[src/rtl/uart_pkg.sv]
`default_nettype none
// +----------------------------------------------------------------------+
// | uart_pkg : shared UART types, frame constants and baud helpers        |
// | Revision : 1.0                                                        |
// +----------------------------------------------------------------------+
package uart_pkg;

  localparam int UART_DATA_BITS = 8;

  typedef enum logic [2:0] {
    IDLE      = 3'd0,
    START     = 3'd1,
    DATA      = 3'd2,
    STOP      = 3'd3,
    WAIT_HIGH = 3'd4
  } uart_rx_state_e;

  // Clocks per bit; callers must keep the result at 4 or above.
  function automatic int calc_cpb(input int clk_freq, input int baud_rate);
    return clk_freq / baud_rate;
  endfunction

  function automatic int calc_half(input int cpb);
    return cpb / 2;
  endfunction

endpackage
`default_nettype wire

[src/rtl/uart_rx_sync.sv]
`default_nettype none
// +----------------------------------------------------------------------+
// | uart_rx_sync : 2-flop synchronizer for asynchronous pin inputs        |
// | Revision     : 1.0                                                    |
// +----------------------------------------------------------------------+
module uart_rx_sync #(
  parameter logic RESET_VAL = 1'b1
) (
  input  logic clk,
  input  logic rst,
  input  logic d,
  output logic q
);

  logic r_meta;
  logic r_sync;

  always_ff @(posedge clk or posedge rst) begin
    if (rst) begin
      r_meta <= RESET_VAL;
      r_sync <= RESET_VAL;
    end else begin
      r_meta <= d;
      r_sync <= r_meta;
    end
  end

  assign q = r_sync;

endmodule
`default_nettype wire

[src/rtl/uart_rx.sv]
`default_nettype none
// +----------------------------------------------------------------------+
// | uart_rx : oversampling 8N1 receiver with sticky flag, framing/overrun |
// | Revision : 1.0                                                        |
// +----------------------------------------------------------------------+
module uart_rx
  import uart_pkg::*;
#(
  parameter int CLK_FREQ  = 50_000_000,
  parameter int BAUD_RATE = 115200
) (
  input  logic       clk,
  input  logic       rst,
  input  logic       rx,
  input  logic       rx_flag_clr,
  output logic [7:0] rx_data,
  output logic       rx_flag,
  output logic       frame_err,
  output logic       overrun,
  output logic       busy
);

  localparam int CPB = calc_cpb(CLK_FREQ, BAUD_RATE);
  localparam int HALF = calc_half(CPB);
  localparam int CW = $clog2(CPB);
  localparam logic [CW-1:0] C_CNT_LAST  = CW'(CPB - 1);
  localparam logic [CW-1:0] C_HALF_LAST = CW'(HALF - 1);
  localparam logic [2:0]    C_IDX_LAST  = 3'(UART_DATA_BITS - 1);

  logic w_rx_s;

  uart_rx_sync #(
    .RESET_VAL (1'b1)
  ) u_sync (
    .clk (clk),
    .rst (rst),
    .d   (rx),
    .q   (w_rx_s)
  );

  uart_rx_state_e r_state, w_state_nxt;
  logic [CW-1:0]  r_cnt, w_cnt_nxt;
  logic [2:0]     r_bit_idx, w_bit_idx_nxt;
  logic [7:0]     r_shift, w_shift_nxt;
  logic           w_frame_ok;
  logic           w_frame_bad;

  always_ff @(posedge clk or posedge rst) begin
    if (rst) begin
      r_state   <= IDLE;
      r_cnt     <= '0;
      r_bit_idx <= '0;
      r_shift   <= '0;
    end else begin
      r_state   <= w_state_nxt;
      r_cnt     <= w_cnt_nxt;
      r_bit_idx <= w_bit_idx_nxt;
      r_shift   <= w_shift_nxt;
    end
  end

  always_comb begin
    w_state_nxt   = r_state;
    w_cnt_nxt     = r_cnt;
    w_bit_idx_nxt = r_bit_idx;
    w_shift_nxt   = r_shift;
    w_frame_ok    = 1'b0;
    w_frame_bad   = 1'b0;
    case (r_state)
      IDLE: begin
        if (!w_rx_s) begin
          w_state_nxt = START;
          w_cnt_nxt   = '0;
        end
      end
      START: begin
        // Start bit must still be low at its midpoint, else it was a glitch.
        if (r_cnt == C_HALF_LAST) begin
          w_cnt_nxt = '0;
          if (!w_rx_s) begin
            w_state_nxt   = DATA;
            w_bit_idx_nxt = '0;
          end else begin
            w_state_nxt = IDLE;
          end
        end else begin
          w_cnt_nxt = r_cnt + 1'b1;
        end
      end
      DATA: begin
        if (r_cnt == C_CNT_LAST) begin
          w_cnt_nxt     = '0;
          w_shift_nxt   = {w_rx_s, r_shift[7:1]};
          w_bit_idx_nxt = r_bit_idx + 3'd1;
          if (r_bit_idx == C_IDX_LAST) begin
            w_state_nxt = STOP;
          end
        end else begin
          w_cnt_nxt = r_cnt + 1'b1;
        end
      end
      STOP: begin
        if (r_cnt == C_CNT_LAST) begin
          w_cnt_nxt = '0;
          if (w_rx_s) begin
            w_frame_ok  = 1'b1;
            w_state_nxt = IDLE;
          end else begin
            w_frame_bad = 1'b1;
            w_state_nxt = WAIT_HIGH;
          end
        end else begin
          w_cnt_nxt = r_cnt + 1'b1;
        end
      end
      WAIT_HIGH: begin
        // A held-low line (break) must not look like a fresh start bit.
        if (w_rx_s) begin
          w_state_nxt = IDLE;
        end
      end
      default: begin
        w_state_nxt = IDLE;
        w_cnt_nxt   = '0;
      end
    endcase
  end

  always_ff @(posedge clk or posedge rst) begin
    if (rst) begin
      rx_data   <= '0;
      rx_flag   <= 1'b0;
      frame_err <= 1'b0;
      overrun   <= 1'b0;
    end else begin
      if (w_frame_ok) begin
        rx_data <= r_shift;
      end

      // A new byte takes priority over a clear landing in the same cycle.
      if (w_frame_ok) begin
        rx_flag <= 1'b1;
      end else if (rx_flag_clr) begin
        rx_flag <= 1'b0;
      end

      if (w_frame_ok && rx_flag && !rx_flag_clr) begin
        overrun <= 1'b1;
      end else if (rx_flag_clr) begin
        overrun <= 1'b0;
      end

      if (w_frame_ok) begin
        frame_err <= 1'b0;
      end else if (w_frame_bad) begin
        frame_err <= 1'b1;
      end
    end
  end

  assign busy = (r_state != IDLE);

endmodule
`default_nettype wire
[config.mk]
export PLATFORM = sky130hd
export DESIGN_NAME = uart_rx
export DESIGN_NICKNAME = d
export VERILOG_FILES = /design/src/rtl/uart_pkg.sv /design/src/rtl/uart_rx_sync.sv /design/src/rtl/uart_rx.sv
export SDC_FILE = /design/constraint.sdc
export NUM_CORES = 1
export LEC_CHECK = 0
export CAP_MARGIN = 40
export CORE_UTILIZATION = 37
export DETAILED_ROUTE_END_ITERATION = 8
export PLACE_DENSITY_LB_ADDON = 0.05
export SKIP_LAST_GASP = 1
export SYNTH_ARGS = -nofsm -noshare
export SYNTH_HDL_FRONTEND = slang
export SYNTH_SLANG_ARGS = --single-unit
[constraint.sdc]
create_clock -name clk -period 1.9 [get_ports clk]
set_input_delay 0.475 -clock clk [delete_from_list [all_inputs] [get_ports clk]]
set_output_delay 0.475 -clock clk [all_outputs]
set_load 0.01 [all_outputs]
Word-level counts from Yosys, hierarchy flattened --
Index checks and enable logic that the tools add are counted.
Cells by class: add/subtract/negate cells 2, equal/unequal tests 14, mux-type cells 28, bitwise gates (word level) 1, reduce and logical (&&, ||, !) cells 14
Operators with widths (count):
- 9-bit case mux with 4 select lines | 1
- 3-bit two-way mux | 10
- 9-bit two-way mux | 3
- 3-bit case mux with 5 select lines | 1
- 2-bit != test (second input constant) | 6
- 1-bit two-way mux | 11
- 9-bit by 1-bit adder with 9-bit output (second input constant) | 1
- 9-bit by 8-bit == test with 1-bit output (second input constant) | 1
- 9-bit == test (second input constant) | 1
- 2-bit nonzero test | 4
- 3-bit by 2-bit == test with 1-bit output (second input constant) | 2
- 3-bit == test (second input constant) | 2
- 3-bit case mux with 2 select lines | 1
- 6-bit AND reduction | 1
- 2-bit AND reduction | 2
- 4-bit AND reduction | 1
- 3-bit by 1-bit adder with 3-bit output (second input constant) | 1
- 3-bit by 1-bit == test with 1-bit output (second input constant) | 1
- 3-bit logical NOT | 1
- 3-bit nonzero test | 1
- 1-bit logical AND | 2
- 2-bit two-way mux | 1
- 2-bit by 1-bit != test with 1-bit output (second input constant) | 1
- 2-bit OR reduction | 1
- other kinds (2) | 2
Word-level totals: register bits after elaboration 36, bits of input ports 4, output and inout bits 12, word-level logic and storage cells 69

Longest topological paths before layout --
Gate-level depths: netlist (run 1).
depth in word-level cells 6, gate-level depth with buffers 7, gate-level depth less buffers 6

Cells and area by module --
A second synthesis (run 1) with hierarchy kept.
Second synthesis, totals: cells, all modules 152, area total of the unflattened synthesis 1791.7 um^2
Modules (own cells, without submodules):
- uart_rx | times used 1, cells an instance 149, area an instance 1735.4 um^2, seq. area each 850.8 um^2
- uart_rx_sync | times used 1, cells an instance 3, area an instance 56.3 um^2, seq. area each 52.6 um^2

Worst setup path after synthesis (run 1) --
No wires, ideal clock.
kind register -> register, from reg r_cnt[1], to reg r_bit_idx[0], setup time 128 ps, arrival 1892 ps, setup slack -120 ps, cell stages (with the launch flop) 7, period minus slack after synthesis 2020 ps, cells stage by stage dfrtp_1 > inv_1 > ha_1 > nand2_1 > or4_1 > a211oi_2 > mux2_1
Between the ends: word-level cells in the longest chain between the ends 3
RTL lines:
- from (decl) | RTL line uart_rx.sv:42 | logic [CW-1:0] r_cnt, w_cnt_nxt;
- from (signal assigned) | RTL line uart_rx.sv:56 | r_cnt <= w_cnt_nxt;
- 9-bit == test / 9-bit by 8-bit == test with 1-bit output (equally long branches) | RTL line uart_rx.sv:91, uart_rx.sv:78
- 2-bit != test (no source line)
- 4-bit AND reduction (no source line) (*)
- to (signal assigned) | RTL line uart_rx.sv:57 | r_bit_idx <= w_bit_idx_nxt;
- to (decl) | RTL line uart_rx.sv:43 | logic [2:0] r_bit_idx, w_bit_idx_nxt;
Mark *: on every way between the ends. The rest lies on a longest branch, timed or not. A chain may end at the register's enable or synchronous reset.

Worst setup path in the final report (run 1) --
Ends and elaborated chain as after synthesis.

==> results of run 1 <==
[report_power, final]
group / switching [mW] / leakage [nW] / total [mW] / internal [mW]
sequential: 0.00224 / 0.478 / 0.772 / 0.770
clock: 0.267 / 0.0645 / 0.730 / 0.463
combinational: 0.0182 / 0.533 / 0.0306 / 0.0124
[flip-flops by register name, indices dropped and copies added (netlist names), 3 cells and up]
name / count
r_bit_idx: 3
r_cnt: 9
r_shift: 8
r_state: 3
rx_data: 8
[layout make-up]
class | instances | area (um^2)
Clock inverter | 1 | 30.0
Inverter | 9 | 33.8
Multi-Input combinational cell | 109 | 838
Tap cell | 52 | 65.1
Timing Repair Buffer | 36 | 339
Sequential cell | 36 | 906
Clock buffer | 7 | 96.3
Fill cell | 410 | 2140
[metal layers]
metal / routed length, um / vias up / global-route usage
li1: - / 631 / -
met1: 1820 / 635 / 0.215
met2: 1540 / 29 / 0.229
met3: 113 / 4 / 0.0356
met4: 34 / 0 / 0.0622
met5: 0 / - / 0
[stage by stage]
step	area (um^2)	worst slack [ns]	TNS, ns	total power [mW]
finish	2310	-0.0418	-0.0418	1.53
CTS	2260	-0.00667	-0.00667	1.56
global route	2310	-0.0950	-0.312	1.60
detailed placement	2120	-0.00605	-0.00605	0.819
global placement	2120	0.0147	0	0.818
floorplan	1760	-0.0685	-0.0685	0.801
[synth_stat cells (all sizes together), types with 2 or more instances]
cell / count / area [um^2]
mux2: 17 / 218
nand2: 22 / 82.6
nand2b: 3 / 18.8
or2: 2 / 12.5
dfstp: 2 / 52.6
buf: 3 / 20.0
a21oi: 2 / 10.0
dfrtp: 34 / 851
o211ai: 4 / 30.0
nor2b: 5 / 31.3
or4: 2 / 18.8
o21ai: 8 / 40.0
mux2i: 2 / 20.0
o221ai: 2 / 17.5
nor3: 5 / 25.0
xnor2: 2 / 17.5
nand3: 3 / 15.0
nor2: 7 / 26.3
inv: 9 / 33.8
and2: 2 / 12.5
a31oi: 2 / 12.5
ha: 5 / 62.6
a211oi: 2 / 20.0
[logic make-up after synthesis]
family	after synthesis	synth area share
xor+xnor	2	0.00998
compound gates	26	0.102
simple gates	57	0.172
mux	19	0.135
buf+inv	12	0.0306
fa+ha+maj	5	0.0356
flops	36	0.515
[critical path, stage by stage (launching register included)]
cell	delay, ns
dfrtp_1	0.39
inv_2	0.08
ha_4	0.13
nand2_4	0.05
or4_4	0.55
a211oi_4	0.31
mux2_4	0.32
[repair_timing]
| item | 4_1_cts | 5_1_grt |
|---|---|---|
| buffers inserted | 1 | 1 |
| pin swaps | 1 | 3 |
| endpoints found under the setup margin | 4 | 13 |
| resized for setup | 1 | 11 |
[worst max path at each step]
| stage | startpoint | to |
|---|---|---|
| 6_report | r_cnt[1] | r_bit_idx[0] |
| 5_1_grt | r_cnt[1] | r_bit_idx[0] |
| 4_1_cts | r_cnt[1] | r_bit_idx[0] |
| 3_5_place_dp | r_cnt[3] | rx_data[6] |
| 3_3_place_gp | r_cnt[3] | rx_data[6] |
| 2_1_floorplan | r_cnt[1] | r_bit_idx[0] |
==> impl_metrics.ini, run 1 <==
[global_route]
grt_pass1_vias = 1272
grt.total_usage = 0.153
grt_max_degree = 37
grt-ovfl-total = 0
antenna_found_initial = 0
grt_pass1_wl_mm = 5.94

[power_and_ir_drop]
p_leak_nw = 1.07
power_density_nw_per_um2 = 664
ir_drop_mv = 0.609

[worst_setup_path]
r2r-start = r_cnt[1]
worst_ep_required_time_ns = 2.07
worstPathArrival_ns = 2.11
r2r_slack_ns = -0.04
rr_worst_depth = 6
end_kind = flip-flop
regToRegEndpoint = r_bit_idx[0]
worstSetupPathType = flip-flop to flip-flop
start_kind = flip-flop
cp_max_fo = 3

[sta]
rsz0062_at_grt = true
slew_headroom = 0.693
finalHoldViolCount = 0
hold_ws_ns = 0.359
drv_slew = 0
tightest_slew_ns = 0.461
period_share = 1.02
fin_crit_ns = 1.94
fin_worst_skew_ns = 0.00492
setup_viol = 1
worst_slack_ns = -0.0418
fmax_mhz = 515

[synth]
syn_inst = 157
synth_nets = 166
synthesis.area_um2 = 1760
syn_avg_cell_area_um2 = 11.2
synth_flop_cell = dfrtp_1
synth_cell_type_count = 42
synth_edf_count = 0
ys_ff_latch = 36
synthArstFlopShare = 1.00
ys_seq_area_frac = 0.515
ys_warn_count = 0

[clocking]
clk_pin_slew_ns = 0.07
cts_sinks = 36
cts-root-buf = clkbuf_8
postCtsHoldBufs = 0
worstSkewPairLatency_ns = 0.28
cts_tree = yes
cts_buffers = 5
cts_buffer_depth = 2
cts_max_level = 2

[placement]
dpl.cell_count = 240
gp_congestion = 0.826
port_buffers = 15
place_hpwl_mm = 2.51

[final_layout]
fin_util = 0.519
areaGrowthSynthToFinish_pct = 31.5
drive_gt1_frac = 0.298
final_common_cell = dfrtp_1
final_cell_mix = dfrtp_1 (32), nand2_1 (21), buf_4 (18)
stdcell_count = 250
nets = 206
n_antenna_cell = 0

[detailed_routing]
route.vias.total = 1299
final_antenna_net_count = 0
drt-pass1-iter-count = 6
vias_per_cell = 5.20
drc = 0
first_iter_violations = 50
drt-total-wl_mm = 3.50
routedWlPerCell_um = 14.0

[floorplan]
chipHeight_um = 70.9
rows = 24
initial_core_util = 0.395
die_area_um2 = 5020
coreArea_um2 = 4440
die_w_um = 70.9
ios = 16

[job]
maxCapViolCount = 0

[outcome]
violations = negative setup slack
outcome = complete, but fails checks

[hold_path]
hold_start = u_sync.r_meta
min_to = u_sync.q
hold_class = flip-flop to flip-flop
holdPathStages = 0
Note: power is estimated with default switching activity, not from simulation.
==> inputs of run 2 (changes only) <==
Settings changed: ABC_AREA set to 1, CELL_PAD_IN_SITES_DETAIL_PLACEMENT set to 0, CELL_PAD_IN_SITES_GLOBAL_PLACEMENT set to 2, CORE_UTILIZATION 37 to 32.
==> run 2 against run 1 <==
Effect of this change:
- the flow now finishes without violations
- register-to-register slack better by 0.24 ns
- clock-buffer cell count decreased by 2
- maximum frequency rose by 14%
- critical path type unchanged
==> impl_metrics.ini, run 2 <==
[clocking]
cts_buffer_depth = 2
clk_pin_slew_ns = 0.08
cts_buffers = 5
postCtsHoldBufs = 0
cts_max_level = 2
cts-root-buf = clkbuf_8
cts_sinks = 36
cts_tree = yes
worstSkewPairLatency_ns = 0.29

[power_and_ir_drop]
p_leak_nw = 1.06
power_density_nw_per_um2 = 602
ir_drop_mv = 0.348

[detailed_routing]
first_iter_violations = 80
drt-total-wl_mm = 3.93
final_antenna_net_count = 0
route.vias.total = 1482
routedWlPerCell_um = 12.4
vias_per_cell = 4.68
drt-pass1-iter-count = 4
drc = 0

[sta]
period_share = 0.893
hold_ws_ns = 0.360
fin_crit_ns = 1.70
fin_worst_skew_ns = 0.00543
setup_viol = 0
finalHoldViolCount = 0
fmax_mhz = 589
rsz0062_at_grt = false
slew_headroom = 0.775
tightest_slew_ns = 0.337
worst_slack_ns = 0.203
tns_ns = 0
drv_slew = 0

[global_route]
antenna_found_initial = 0
grt.total_usage = 0.147
grt_max_degree = 37
grt-ovfl-total = 0
grt_pass1_vias = 1542
grt_pass1_wl_mm = 7.11

[worst_setup_path]
crit_path_frequent_cell = nand2_1
cp_max_fo = 17
start_kind = flip-flop
end_kind = flip-flop
crit_chain = inv_1, ha_1, nand2_1, nor2_2, nand3_4, nand2_2, nand2_1, nand2_1, nand2_1
crit_family = simple AND/OR/NAND/NOR gates
worst-path-buf-inv = 1
worstSetupPathType = flip-flop to flip-flop
worst_ep_required_time_ns = 2.08
worstPathArrival_ns = 1.88
critPathMaxStageDelay_ns = 0.40
critPathSlowestCell = dfrtp_1

[synth]
synth_flop_cell = dfrtp_1
synth_area_leaders = dfrtp_1 (44%), nand2_1 (12%), nor2_1 (5.1%)
syn_avg_cell_area_um2 = 8.61
synth_top_cells_by_count = nand2_1 (62), dfrtp_1 (34), nor2_1 (26), inv_1 (19), nand3_1 (11)
syn_inst = 224
synth_cell_type_count = 26
synth_nets = 233
ys_warn_count = 0
synth_top_area_cell = dfrtp_1
ys_ff_latch = 36
ys_seq_area_frac = 0.469
synthArstFlopShare = 1.00
synth_most_common_cell = nand2_1
synth_edf_count = 0
netlist.area_leader.share = 0.441
synthesis.area_um2 = 1930

[final_layout]
n_antenna_cell = 0
final_cell_mix = nand2_1 (62), dfrtp_1 (32), nor2_1 (26)
regMostFlops = r_cnt
largest_reg_flops = 9
design_area_um2 = 2250
final_common_cell = nand2_1
drive_gt1_frac = 0.241
reg_top3 = r_cnt: 9 flops, r_shift: 8 flops, rx_data: 8 flops
nets = 253
fillCellCount = 562
areaGrowthSynthToFinish_pct = 16.6

[hold_path]
hold_class = flip-flop to flip-flop

[outcome]
outcome = completed

[floorplan]
die_area_um2 = 6340
initial_core_util = 0.342
chipHeight_um = 79.6
ios = 16
die_w_um = 79.6
rows = 27
coreArea_um2 = 5640

[placement]
gp_congestion = 0.787
place_area_um2 = 2160
place_ws_ns = 0.202
port_buffers = 15
place_hpwl_mm = 2.92

[job]
maxCapViolCount = 0
-- run 2: changes by cell type after synthesis, sizes merged, moves of 3 or more --
cell / change
nand4: +6
nand3: +9
inv: +17
nand2: +47
mux2: -17
a21oi: +6
nor3: -4
nor2: +29
nand2b: -3
o211ai: -4
nor2b: -5
o21ai: +7
-- run 2: logic make-up (layout without fill, tap and decap cells) --
group,count (synthesis),count (layout),share of synthesized area
and+or+nand+nor,126,126,0.312
DFF,36,36,0.469
buffers and inverters,30,51,0.0707
AOI/OAI and AO/OA,25,25,0.107
adders and majority gates,5,5,0.0324
xor gates and xnor gates,2,2,0.00909
-- run 2: power by group --
part           internal, mW  switching [mW]
clock                 0.260           0.290
combinational        0.0110          0.0194
sequential            0.769         0.00376
-- run 2: per-stage QoR --
| step | util | power [mW] | std cells |
|---|---|---|---|
| after floorplan | - | 0.803 | 224 |
| after global placement | 0.382 | 0.820 | 309 |
| after detailed placement | 0.382 | 0.821 | 309 |
| after CTS | 0.399 | 1.39 | 317 |
| after global routing | 0.399 | 1.43 | 317 |
| final | 0.399 | 1.35 | 317 |
-- run 2: worst register-to-register path: stages, from the launching register on --
cell     delay, ns
dfrtp_1       0.40
inv_1         0.11
ha_1          0.19
nand2_1       0.07
nor2_2        0.16
nand3_4       0.25
nand2_2       0.18
nand2_1       0.10
nand2_1       0.08
nand2_1       0.05
-- run 2: final timing paths --
| check | startpoint | endpoint | slack (ns) | depth (start not counted) |
|---|---|---|---|---|
| setup / recovery | r_cnt[1] | r_bit_idx[2] | 0.20 | 9 |
| hold / removal | u_sync.r_meta | u_sync.q | 0.36 | 0 |
| setup reg to reg | r_cnt[1] | r_bit_idx[2] | 0.20 | 9 |
| hold reg to reg | u_sync.r_meta | u_sync.q | 0.36 | 0 |
| max in group asynchronous | rst | u_sync.r_meta | 1.12 | 3 |
| min in group asynchronous | rst | rx_data[0] | 0.53 | 3 |
-- run 2: area by class of cell --
cell class | instances | area, um^2 | share of cell area
Clock inverter | 3 | 21.3 | 0.00946
Multi-Input combinational cell | 158 | 888 | 0.395
Sequential cell | 36 | 906 | 0.403
Timing Repair Buffer | 17 | 176 | 0.0785
Tap cell | 72 | 90.1 | 0.0401
Clock buffer | 5 | 68.8 | 0.0306
Inverter | 26 | 97.6 | 0.0434
-- run 2: timing repair --
item	CTS	global route
setup endpoints to repair	1	0
gates resized for setup	3	0
setup buffers	0	0
-- run 2: per-layer routing --
layer | share of wire | vias up | global-route usage
li1 | - | 749 | -
met1 | 0.46 | 707 | 0.185
met2 | 0.49 | 19 | 0.249
met3 | 0.032 | 7 | 0.0331
met4 | 0.015 | 0 | 0.0491
met5 | 0 | - | 0
